--- src/rtl/reg_file_mp_pkg.sv ---
// Shared constants for the multi-port register file: default geometry, reset image, lock mask.
// Latency: n/a (package only).
// Backpressure: n/a.
package reg_file_mp_pkg;

    localparam int DEF_WIDTH      = 8;
    localparam int DEF_DEPTH      = 16;
    localparam int DEF_ADDR       = 4;
    localparam int DEF_RD_PORTS   = 2;
    localparam int DEF_NUM_EXPORT = 4;

    // Registers with a non-zero power-on value; every other register resets to 0.
    localparam int         RST_IDX_CTRL = 2;
    localparam int         RST_IDX_MODE = 3;
    localparam logic [7:0] RST_VAL_CTRL = 8'h81;
    localparam logic [7:0] RST_VAL_MODE = 8'h20;

    localparam logic [DEF_DEPTH*DEF_WIDTH-1:0] DEF_RST_VAL =
        (DEF_DEPTH*DEF_WIDTH)'({RST_VAL_MODE, RST_VAL_CTRL, 16'h0000});

    // Control/mode registers become read-only once the lock is set.
    localparam logic [DEF_DEPTH-1:0] DEF_WP_MASK = 16'h000C;

    // Outcome of the write request presented in the current cycle.
    typedef enum logic [1:0] {
        WR_IDLE      = 2'd0,
        WR_ACCEPT    = 2'd1,
        WR_RANGE_ERR = 2'd2,
        WR_PROT_ERR  = 2'd3
    } wr_status_e;

    function automatic logic wr_status_is_err(input wr_status_e s);
        return (s == WR_RANGE_ERR) || (s == WR_PROT_ERR);
    endfunction

endpackage

--- src/rtl/reg_file_mp_if.sv ---
// Controller-side bus of the register file: write port, RD_PORTS read ports, lock, status, export.
// Latency: n/a (wires only).
// Backpressure: none; every request is consumed in the cycle it is presented.
//   master : system controller (drives requests, receives read data / status / REGS export)
//   slave  : reg_file_mp
interface reg_file_mp_if
    import reg_file_mp_pkg::*;
#(
    parameter int WIDTH      = DEF_WIDTH,
    parameter int ADDR       = DEF_ADDR,
    parameter int RD_PORTS   = DEF_RD_PORTS,
    parameter int NUM_EXPORT = DEF_NUM_EXPORT
);
    // write port
    logic                       wr_en;
    logic [ADDR-1:0]            wr_addr;
    logic [WIDTH-1:0]           wr_data;
    logic [WIDTH/8-1:0]         wr_strb;
    // read ports, port p occupies slice p of each flat bus
    logic [RD_PORTS-1:0]        rd_en;
    logic [RD_PORTS*ADDR-1:0]   rd_addr;
    logic [RD_PORTS*WIDTH-1:0]  rd_data;
    logic [RD_PORTS-1:0]        rd_data_vld;
    logic [RD_PORTS-1:0]        rd_err;
    // lock and status
    logic                       lock;
    logic                       wr_err;
    logic                       locked;
    // live view of the exported registers
    logic [NUM_EXPORT*WIDTH-1:0] regs;

    modport master (
        output wr_en, wr_addr, wr_data, wr_strb, rd_en, rd_addr, lock,
        input  rd_data, rd_data_vld, rd_err, wr_err, locked, regs
    );

    modport slave (
        input  wr_en, wr_addr, wr_data, wr_strb, rd_en, rd_addr, lock,
        output rd_data, rd_data_vld, rd_err, wr_err, locked, regs
    );

endinterface

--- src/rtl/reg_file_mp_rd_port.sv ---
// One registered read port: range check on the address, captures data/valid/error.
// Latency: 1 cycle from rd_en_i to rd_vld_o.
// Backpressure: none; a read is accepted every cycle rd_en_i is high.
//   clk_i, rst_i      clock, async active-high reset
//   rd_en_i/rd_addr_i read request and address
//   rd_dat_i          array word already selected by the top for rd_addr_i
//   rd_data_o/rd_vld_o/rd_err_o  registered response
module reg_file_mp_rd_port
    import reg_file_mp_pkg::*;
#(
    parameter int WIDTH = DEF_WIDTH,
    parameter int DEPTH = DEF_DEPTH,
    parameter int ADDR  = DEF_ADDR
)(
    input  logic             clk_i,
    input  logic             rst_i,
    input  logic             rd_en_i,
    input  logic [ADDR-1:0]  rd_addr_i,
    input  logic [WIDTH-1:0] rd_dat_i,
    output logic [WIDTH-1:0] rd_data_o,
    output logic             rd_vld_o,
    output logic             rd_err_o
);

    logic             in_range;
    logic [WIDTH-1:0] data_q, data_d;
    logic             vld_q, vld_d;
    logic             err_q, err_d;

    // One extra bit so DEPTH == 2**ADDR does not wrap to zero.
    assign in_range = ({1'b0, rd_addr_i} < (ADDR+1)'(DEPTH));

    // Data and error hold their last value while the port is idle.
    always_comb begin
        data_d = data_q;
        err_d  = err_q;
        vld_d  = rd_en_i;
        if (rd_en_i) begin
            data_d = in_range ? rd_dat_i : '0;
            err_d  = !in_range;
        end
    end

    always_ff @(posedge clk_i or posedge rst_i) begin
        if (rst_i) begin
            data_q <= '0;
            vld_q  <= 1'b0;
            err_q  <= 1'b0;
        end else begin
            data_q <= data_d;
            vld_q  <= vld_d;
            err_q  <= err_d;
        end
    end

    assign rd_data_o = data_q;
    assign rd_vld_o  = vld_q;
    assign rd_err_o  = err_q;

endmodule

--- src/rtl/reg_file_mp.sv ---
// Config register store: byte-strobed write port, RD_PORTS registered read ports, sticky lock, REGS export.
// Latency: write visible 1 cycle after the write edge; reads return data 1 cycle after rd_en.
// Backpressure: none; rejected writes are reported by a 1-cycle wr_err pulse instead of stalling.
//   clk_i, rst_i  clock, async active-high reset (loads RST_VAL, clears lock and all flags)
//   bus           reg_file_mp_if.slave: write/read requests, lock, read responses, wr_err, locked, regs
module reg_file_mp
    import reg_file_mp_pkg::*;
#(
    parameter int                     WIDTH      = DEF_WIDTH,
    parameter int                     DEPTH      = DEF_DEPTH,
    parameter int                     ADDR       = DEF_ADDR,
    parameter int                     RD_PORTS   = DEF_RD_PORTS,
    parameter int                     NUM_EXPORT = DEF_NUM_EXPORT,
    parameter logic [DEPTH*WIDTH-1:0] RST_VAL    = (DEPTH*WIDTH)'(DEF_RST_VAL),
    parameter logic [DEPTH-1:0]       WP_MASK    = DEPTH'(DEF_WP_MASK)
)(
    input  logic          clk_i,
    input  logic          rst_i,
    reg_file_mp_if.slave  bus
);

    localparam int NB    = WIDTH / 8;
    localparam int ASPAN = 2 ** ADDR;
    // Mask widened to the full address space so it can be indexed by any address.
    localparam logic [ASPAN-1:0] WP_EXT = ASPAN'(WP_MASK);

    logic [WIDTH-1:0] mem_q [DEPTH];
    logic [WIDTH-1:0] mem_d [DEPTH];
    logic             locked_q, locked_d;
    logic             wr_err_q, wr_err_d;
    wr_status_e       wr_status;
    logic             wr_in_range;

    logic [RD_PORTS*WIDTH-1:0]   rd_mux_dat;
    logic [RD_PORTS*WIDTH-1:0]   rd_data_w;
    logic [RD_PORTS-1:0]         rd_vld_w;
    logic [RD_PORTS-1:0]         rd_err_w;
    logic [NUM_EXPORT*WIDTH-1:0] regs_w;

    assign wr_in_range = ({1'b0, bus.wr_addr} < (ADDR+1)'(DEPTH));

    // Protection uses the registered lock, so a write arriving with the
    // first lock request is still judged as unlocked.
    always_comb begin
        wr_status = WR_IDLE;
        if (bus.wr_en) begin
            if (!wr_in_range) begin
                wr_status = WR_RANGE_ERR;
            end else if (locked_q && WP_EXT[bus.wr_addr]) begin
                wr_status = WR_PROT_ERR;
            end else begin
                wr_status = WR_ACCEPT;
            end
        end
    end

    always_comb begin
        for (int i = 0; i < DEPTH; i++) begin
            mem_d[i] = mem_q[i];
            if (wr_status == WR_ACCEPT && bus.wr_addr == ADDR'(i)) begin
                for (int b = 0; b < NB; b++) begin
                    if (bus.wr_strb[b]) begin
                        mem_d[i][b*8 +: 8] = bus.wr_data[b*8 +: 8];
                    end
                end
            end
        end
    end

    assign wr_err_d = wr_status_is_err(wr_status);
    assign locked_d = locked_q | bus.lock;

    always_ff @(posedge clk_i or posedge rst_i) begin
        if (rst_i) begin
            for (int i = 0; i < DEPTH; i++) begin
                mem_q[i] <= RST_VAL[i*WIDTH +: WIDTH];
            end
            locked_q <= 1'b0;
            wr_err_q <= 1'b0;
        end else begin
            for (int i = 0; i < DEPTH; i++) begin
                mem_q[i] <= mem_d[i];
            end
            locked_q <= locked_d;
            wr_err_q <= wr_err_d;
        end
    end

    // Read mux works off the registered array, which gives read-before-write
    // on a same-cycle write. Out-of-range addresses match nothing and read 0.
    always_comb begin
        rd_mux_dat = '0;
        for (int p = 0; p < RD_PORTS; p++) begin
            for (int i = 0; i < DEPTH; i++) begin
                if (bus.rd_addr[p*ADDR +: ADDR] == ADDR'(i)) begin
                    rd_mux_dat[p*WIDTH +: WIDTH] = mem_q[i];
                end
            end
        end
    end

    for (genvar p = 0; p < RD_PORTS; p++) begin : g_rd
        reg_file_mp_rd_port #(
            .WIDTH (WIDTH),
            .DEPTH (DEPTH),
            .ADDR  (ADDR)
        ) u_rd_port (
            .clk_i     (clk_i),
            .rst_i     (rst_i),
            .rd_en_i   (bus.rd_en[p]),
            .rd_addr_i (bus.rd_addr[p*ADDR +: ADDR]),
            .rd_dat_i  (rd_mux_dat[p*WIDTH +: WIDTH]),
            .rd_data_o (rd_data_w[p*WIDTH +: WIDTH]),
            .rd_vld_o  (rd_vld_w[p]),
            .rd_err_o  (rd_err_w[p])
        );
    end

    always_comb begin
        regs_w = '0;
        for (int i = 0; i < NUM_EXPORT; i++) begin
            regs_w[i*WIDTH +: WIDTH] = mem_q[i];
        end
    end

    assign bus.rd_data     = rd_data_w;
    assign bus.rd_data_vld = rd_vld_w;
    assign bus.rd_err      = rd_err_w;
    assign bus.wr_err      = wr_err_q;
    assign bus.locked      = locked_q;
    assign bus.regs        = regs_w;

endmodule

--- src/flat_wrapper.sv ---
// flat-port wrapper written by rule: the top's interface ports become plain ports
module reg_file_mp_flat import reg_file_mp_pkg::*;
#(
    parameter int                     WIDTH      = DEF_WIDTH,
    parameter int                     DEPTH      = DEF_DEPTH,
    parameter int                     ADDR       = DEF_ADDR,
    parameter int                     RD_PORTS   = DEF_RD_PORTS,
    parameter int                     NUM_EXPORT = DEF_NUM_EXPORT,
    parameter logic [DEPTH*WIDTH-1:0] RST_VAL    = (DEPTH*WIDTH)'(DEF_RST_VAL),
    parameter logic [DEPTH-1:0]       WP_MASK    = DEPTH'(DEF_WP_MASK)
)
  (clk_i, rst_i, bus_wr_en, bus_wr_addr, bus_wr_data, bus_wr_strb, bus_rd_en, bus_rd_addr, bus_lock, bus_rd_data, bus_rd_data_vld, bus_rd_err, bus_wr_err, bus_locked, bus_regs);
  reg_file_mp_if #(.WIDTH(WIDTH), .ADDR(ADDR), .RD_PORTS(RD_PORTS), .NUM_EXPORT(NUM_EXPORT)) bus_i ();
  input  logic clk_i;
  input  logic rst_i;
  input wire logic [$bits(bus_i.wr_en)-1:0] bus_wr_en;
  input wire logic [$bits(bus_i.wr_addr)-1:0] bus_wr_addr;
  input wire logic [$bits(bus_i.wr_data)-1:0] bus_wr_data;
  input wire logic [$bits(bus_i.wr_strb)-1:0] bus_wr_strb;
  input wire logic [$bits(bus_i.rd_en)-1:0] bus_rd_en;
  input wire logic [$bits(bus_i.rd_addr)-1:0] bus_rd_addr;
  input wire logic [$bits(bus_i.lock)-1:0] bus_lock;
  output wire logic [$bits(bus_i.rd_data)-1:0] bus_rd_data;
  output wire logic [$bits(bus_i.rd_data_vld)-1:0] bus_rd_data_vld;
  output wire logic [$bits(bus_i.rd_err)-1:0] bus_rd_err;
  output wire logic [$bits(bus_i.wr_err)-1:0] bus_wr_err;
  output wire logic [$bits(bus_i.locked)-1:0] bus_locked;
  output wire logic [$bits(bus_i.regs)-1:0] bus_regs;
  assign bus_i.wr_en = bus_wr_en;
  assign bus_i.wr_addr = bus_wr_addr;
  assign bus_i.wr_data = bus_wr_data;
  assign bus_i.wr_strb = bus_wr_strb;
  assign bus_i.rd_en = bus_rd_en;
  assign bus_i.rd_addr = bus_rd_addr;
  assign bus_i.lock = bus_lock;
  assign bus_rd_data = bus_i.rd_data;
  assign bus_rd_data_vld = bus_i.rd_data_vld;
  assign bus_rd_err = bus_i.rd_err;
  assign bus_wr_err = bus_i.wr_err;
  assign bus_locked = bus_i.locked;
  assign bus_regs = bus_i.regs;
  reg_file_mp #(.WIDTH(WIDTH), .DEPTH(DEPTH), .ADDR(ADDR), .RD_PORTS(RD_PORTS), .NUM_EXPORT(NUM_EXPORT), .RST_VAL(RST_VAL), .WP_MASK(WP_MASK)) u_core (.clk_i(clk_i), .rst_i(rst_i), .bus(bus_i));
endmodule
--- config.mk ---
export PLATFORM = sky130hd
export DESIGN_NAME = reg_file_mp_flat
export DESIGN_NICKNAME = d
export VERILOG_FILES = /design/src/rtl/reg_file_mp_pkg.sv /design/src/rtl/reg_file_mp_if.sv /design/src/rtl/reg_file_mp_rd_port.sv /design/src/rtl/reg_file_mp.sv /design/src/flat_wrapper.sv
export SDC_FILE = /design/constraint.sdc
export NUM_CORES = 1
export LEC_CHECK = 0
export CORE_UTILIZATION = 35
export DETAILED_ROUTE_END_ITERATION = 8
export DONT_BUFFER_PORTS = 1
export PLACE_DENSITY_LB_ADDON = 0.25
export SLEW_MARGIN = 20
export SYNTH_ARGS = -nofsm -noshare
export SYNTH_HDL_FRONTEND = slang
export SYNTH_SLANG_ARGS = --single-unit
--- constraint.sdc ---
create_clock -name clk_i -period 15.9 [get_ports clk_i]
set_clock_uncertainty 0.15 [all_clocks]
set_input_delay 3.18 -clock clk_i [delete_from_list [all_inputs] [get_ports clk_i]]
set_output_delay 3.18 -clock clk_i [all_outputs]
set_load 0.02 [all_outputs]
==> flow_metrics.py <==
metrics = {
    "outcome": {
        "outcome": "finished clean",
    },
    "layout": {
        "fin_area_um2": 9081,
        "finish.net_count": 742,
        "fin_cells": 1047,
        "area_growth_pct": 5.663,
        "multi_input_area_um2": 4265,
        "diodes": 0,
        "area.sequential_um2": 3707,
        "drive_gt1_share_pct": 27.20,
        "num-fill-cells": 2306,
    },
    "synth": {
        "synth_area_leaders": "dfrtp_1 42%, mux2_2 18%, buf_4 3.7%",
        "synthTopCellsByCount": "145 x dfrtp_1, 134 x mux2_2, 50 x nand2_1",
        "synth_top_area_share_pct": 42.22,
        "synth.avg_cell_area_um2": 10.98,
        "syn-cell-area_um2": 8594,
        "synth_most_common_cell": "dfrtp_1",
        "syn-instance-count": 783,
        "async_flop_share_pct": 100.0,
        "synth_warnings": 0,
        "ys.flop_type": "dfrtp_1",
        "ys_seq_area_share_pct": 43.14,
        "synth_top_area_cell": "dfrtp_1",
        "synth-edff-count": 0,
        "ys_ff_latch": 148,
        "synth_cell_types": 71,
    },
    "timing": {
        "max_slew_margin_pct": 40.85,
        "period_minus_slack_ps": 4546,
        "rsz0062_at_grt": "no",
        "setup-violations-final": 0,
        "hold-worst-slack_ps": 376.0,
        "fin_crit_sh_pct": 28.59,
        "clock.fmax_ghz": 0.2200,
        "tns_ps": 0,
        "final-max-slew-violation-count": 0,
        "final_hold_viol_count": 0,
        "worst_slew_pin_slew_ps": 884.0,
    },
    "route": {
        "vias": 6329,
        "routed_wl_um": 26480,
        "firstDrtPassIters": 6,
        "avgViaCountPerCell": 6.045,
        "drtIter0Drc": 764,
        "drc": 0,
        "antenna_left": 0,
        "wl_per_cell_um": 25.29,
    },
    "placement": {
        "gp_congestion": 0.8746,
        "placed_area_um2": 8452,
        "dp_hpwl_um": 17620,
        "port_buffers": 0,
        "placedCellCount": 1015,
    },
    "pwr": {
        "finalPower_mw": 1.144,
        "ir_drop_v": 0.00007953,
        "power_density_nw_per_um2": 126.0,
        "p_leak_nw": 3.836,
    },
    "clock_tree": {
        "cts_hold_buf": 0,
        "cts_tree": "done",
        "cts_buffers": 17,
        "clkSinkCount": 148,
        "htree_levels": 4,
        "cts_root_buffer": "clkbuf_16",
        "clk_pin_slew_ps": 60,
        "cts_resized": 0,
        "cts.path.max_buffers": 2,
        "clk_latency_ps": 440,
        "post_cts_buffers": 0,
    },
    "critical_path": {
        "startpoint_type": "input pin",
        "crit_required_ps": 16040,
        "endpoint_kind": "flop",
        "worstPathArrival_ps": 4690,
        "criticalPathCategory": "input pin to flop",
        "crit_fanout": 58,
    },
    "global_route": {
        "grt_pass1_wl_um": 41030,
        "first_global_vias": 6182,
        "antenna_found_initial": 0,
        "grt_max_degree": 76,
        "grt_usage_pct": 21.41,
        "grt-ovfl-total": 0,
    },
    "die": {
        "initial_utilization_pct": 36.18,
        "pin_count": 81,
        "die_w_um": 158.7,
        "die_h_um": 158.7,
        "die-area_um2": 25190,
        "rows": 56,
        "core_area_um2": 23750,
    },
    "min_path": {
        "hold_path.class": "flop to flop",
    },
    "flow_run": {
        "cap_violations": 0,
    },
}
==> critical path, cell delays in order <==
cell	delay (ps)
mux4_1	550
nand2b_1	160
and3_1	200
a211oi_1	400
o221ai_1	190
==> where the power goes <==
part           total, mW  switching, mW  internal, mW  leakage (nW)
Combinational      0.172         0.0743        0.0980          1.66
Clock              0.435          0.178         0.258         0.293
Sequential         0.536         0.0919         0.444          1.88
==> cell type report <==
cell class	instances	share of cell area [%]
Clock buffer	19	4.988
Multi-Input combinational cell	530	46.97
Tap cell	319	4.395
Timing Repair Buffer	2	0.2067
Sequential cell	148	40.82
Clock inverter	13	1.901
Inverter	16	0.7165
==> worst paths after layout <==
kind                                    startpoint                               endpoint  slack (ps)  cells after the start
min in group asynchronous                    rst_i                        u_core.mem_q[7]        2570                      1
worst min register to register    u_core.mem_q[84]                       u_core.mem_q[84]         380                      1
worst max register to register  u_core.bus.regs[1]  u_core.g_rd[1].u_rd_port.rd_data_o[1]       13600                      5
max in group asynchronous                    rst_i                     u_core.bus.regs[2]       11850                      2
worst min-delay path              u_core.mem_q[84]                       u_core.mem_q[84]         380                      1
worst max-delay path                bus_rd_addr[4]  u_core.g_rd[1].u_rd_port.rd_data_o[1]       11350                      5
==> routing by layer <==
| layer | global-route usage [%] | vias to the layer above | wire, um | part of all wire, % |
|---|---|---|---|---|
| li1 | - | 2738 | - | - |
| met1 | 31.34 | 3237 | 12290 | 46 |
| met2 | 31.28 | 321 | 11640 | 44 |
| met3 | 4.650 | 33 | 2138 | 8.1 |
| met4 | 6.443 | 0 | 416 | 1.6 |
| met5 | 0 | - | 0 | 0 |
==> registers in the layout (all words and copies together), names as in the netlist <==
signal and cells:
u_core.bus.regs 32, u_core.mem_q 96, u_core.g_rd.u_rd_port.rd_data_o 16, u_core.g_rd.u_rd_port.rd_vld_o 2
u_core.bus.locked 1, u_core.bus.wr_err 1
==> cell usage in the layout, fill, tap and decap left out, drive strengths merged, types with 3 or more instances in the layout <==
cell      count
a22o          3
bufinv        3
o2bb2ai       4
a21oi        41
a32oi         4
mux4         19
o211ai        6
mux2        134
inv          20
o211a         3
o21ai        40
nor2         43
o221ai       10
and3          3
or3           3
or2           4
a31oi         9
and2          3
nor3         11
a22oi         5
mux2i        24
nor2b        17
dfrtp       145
clkinvlp      4
a221oi        4
dfstp         3
nand2        50
nand3        11
o32ai         3
clkbuf       19
a2111oi       5
nand2b       16
a31o          3
o22ai        17
==> cells by family after synthesis <==
kind of cell	after synthesis	synth area share [%]
buffers and inverters	106	7.279
AO/OA/AOI/OAI	179	13.87
AND/OR/NAND/NOR	172	10.03
other	1	0.04363
flip-flops	148	43.14
multiplexers	177	25.64
==> through the flow <==
step / util, % / worst slack, ps
5_1_grt: 38.23 / 11330
6_report: 38.23 / 11350
3_3_place_gp: 35.58 / 10950
2_1_floorplan: - / 8595
4_1_cts: 38.22 / 11420
3_5_place_dp: 35.58 / 10960
No activity file was read; power rests on OpenSTA's default activity.
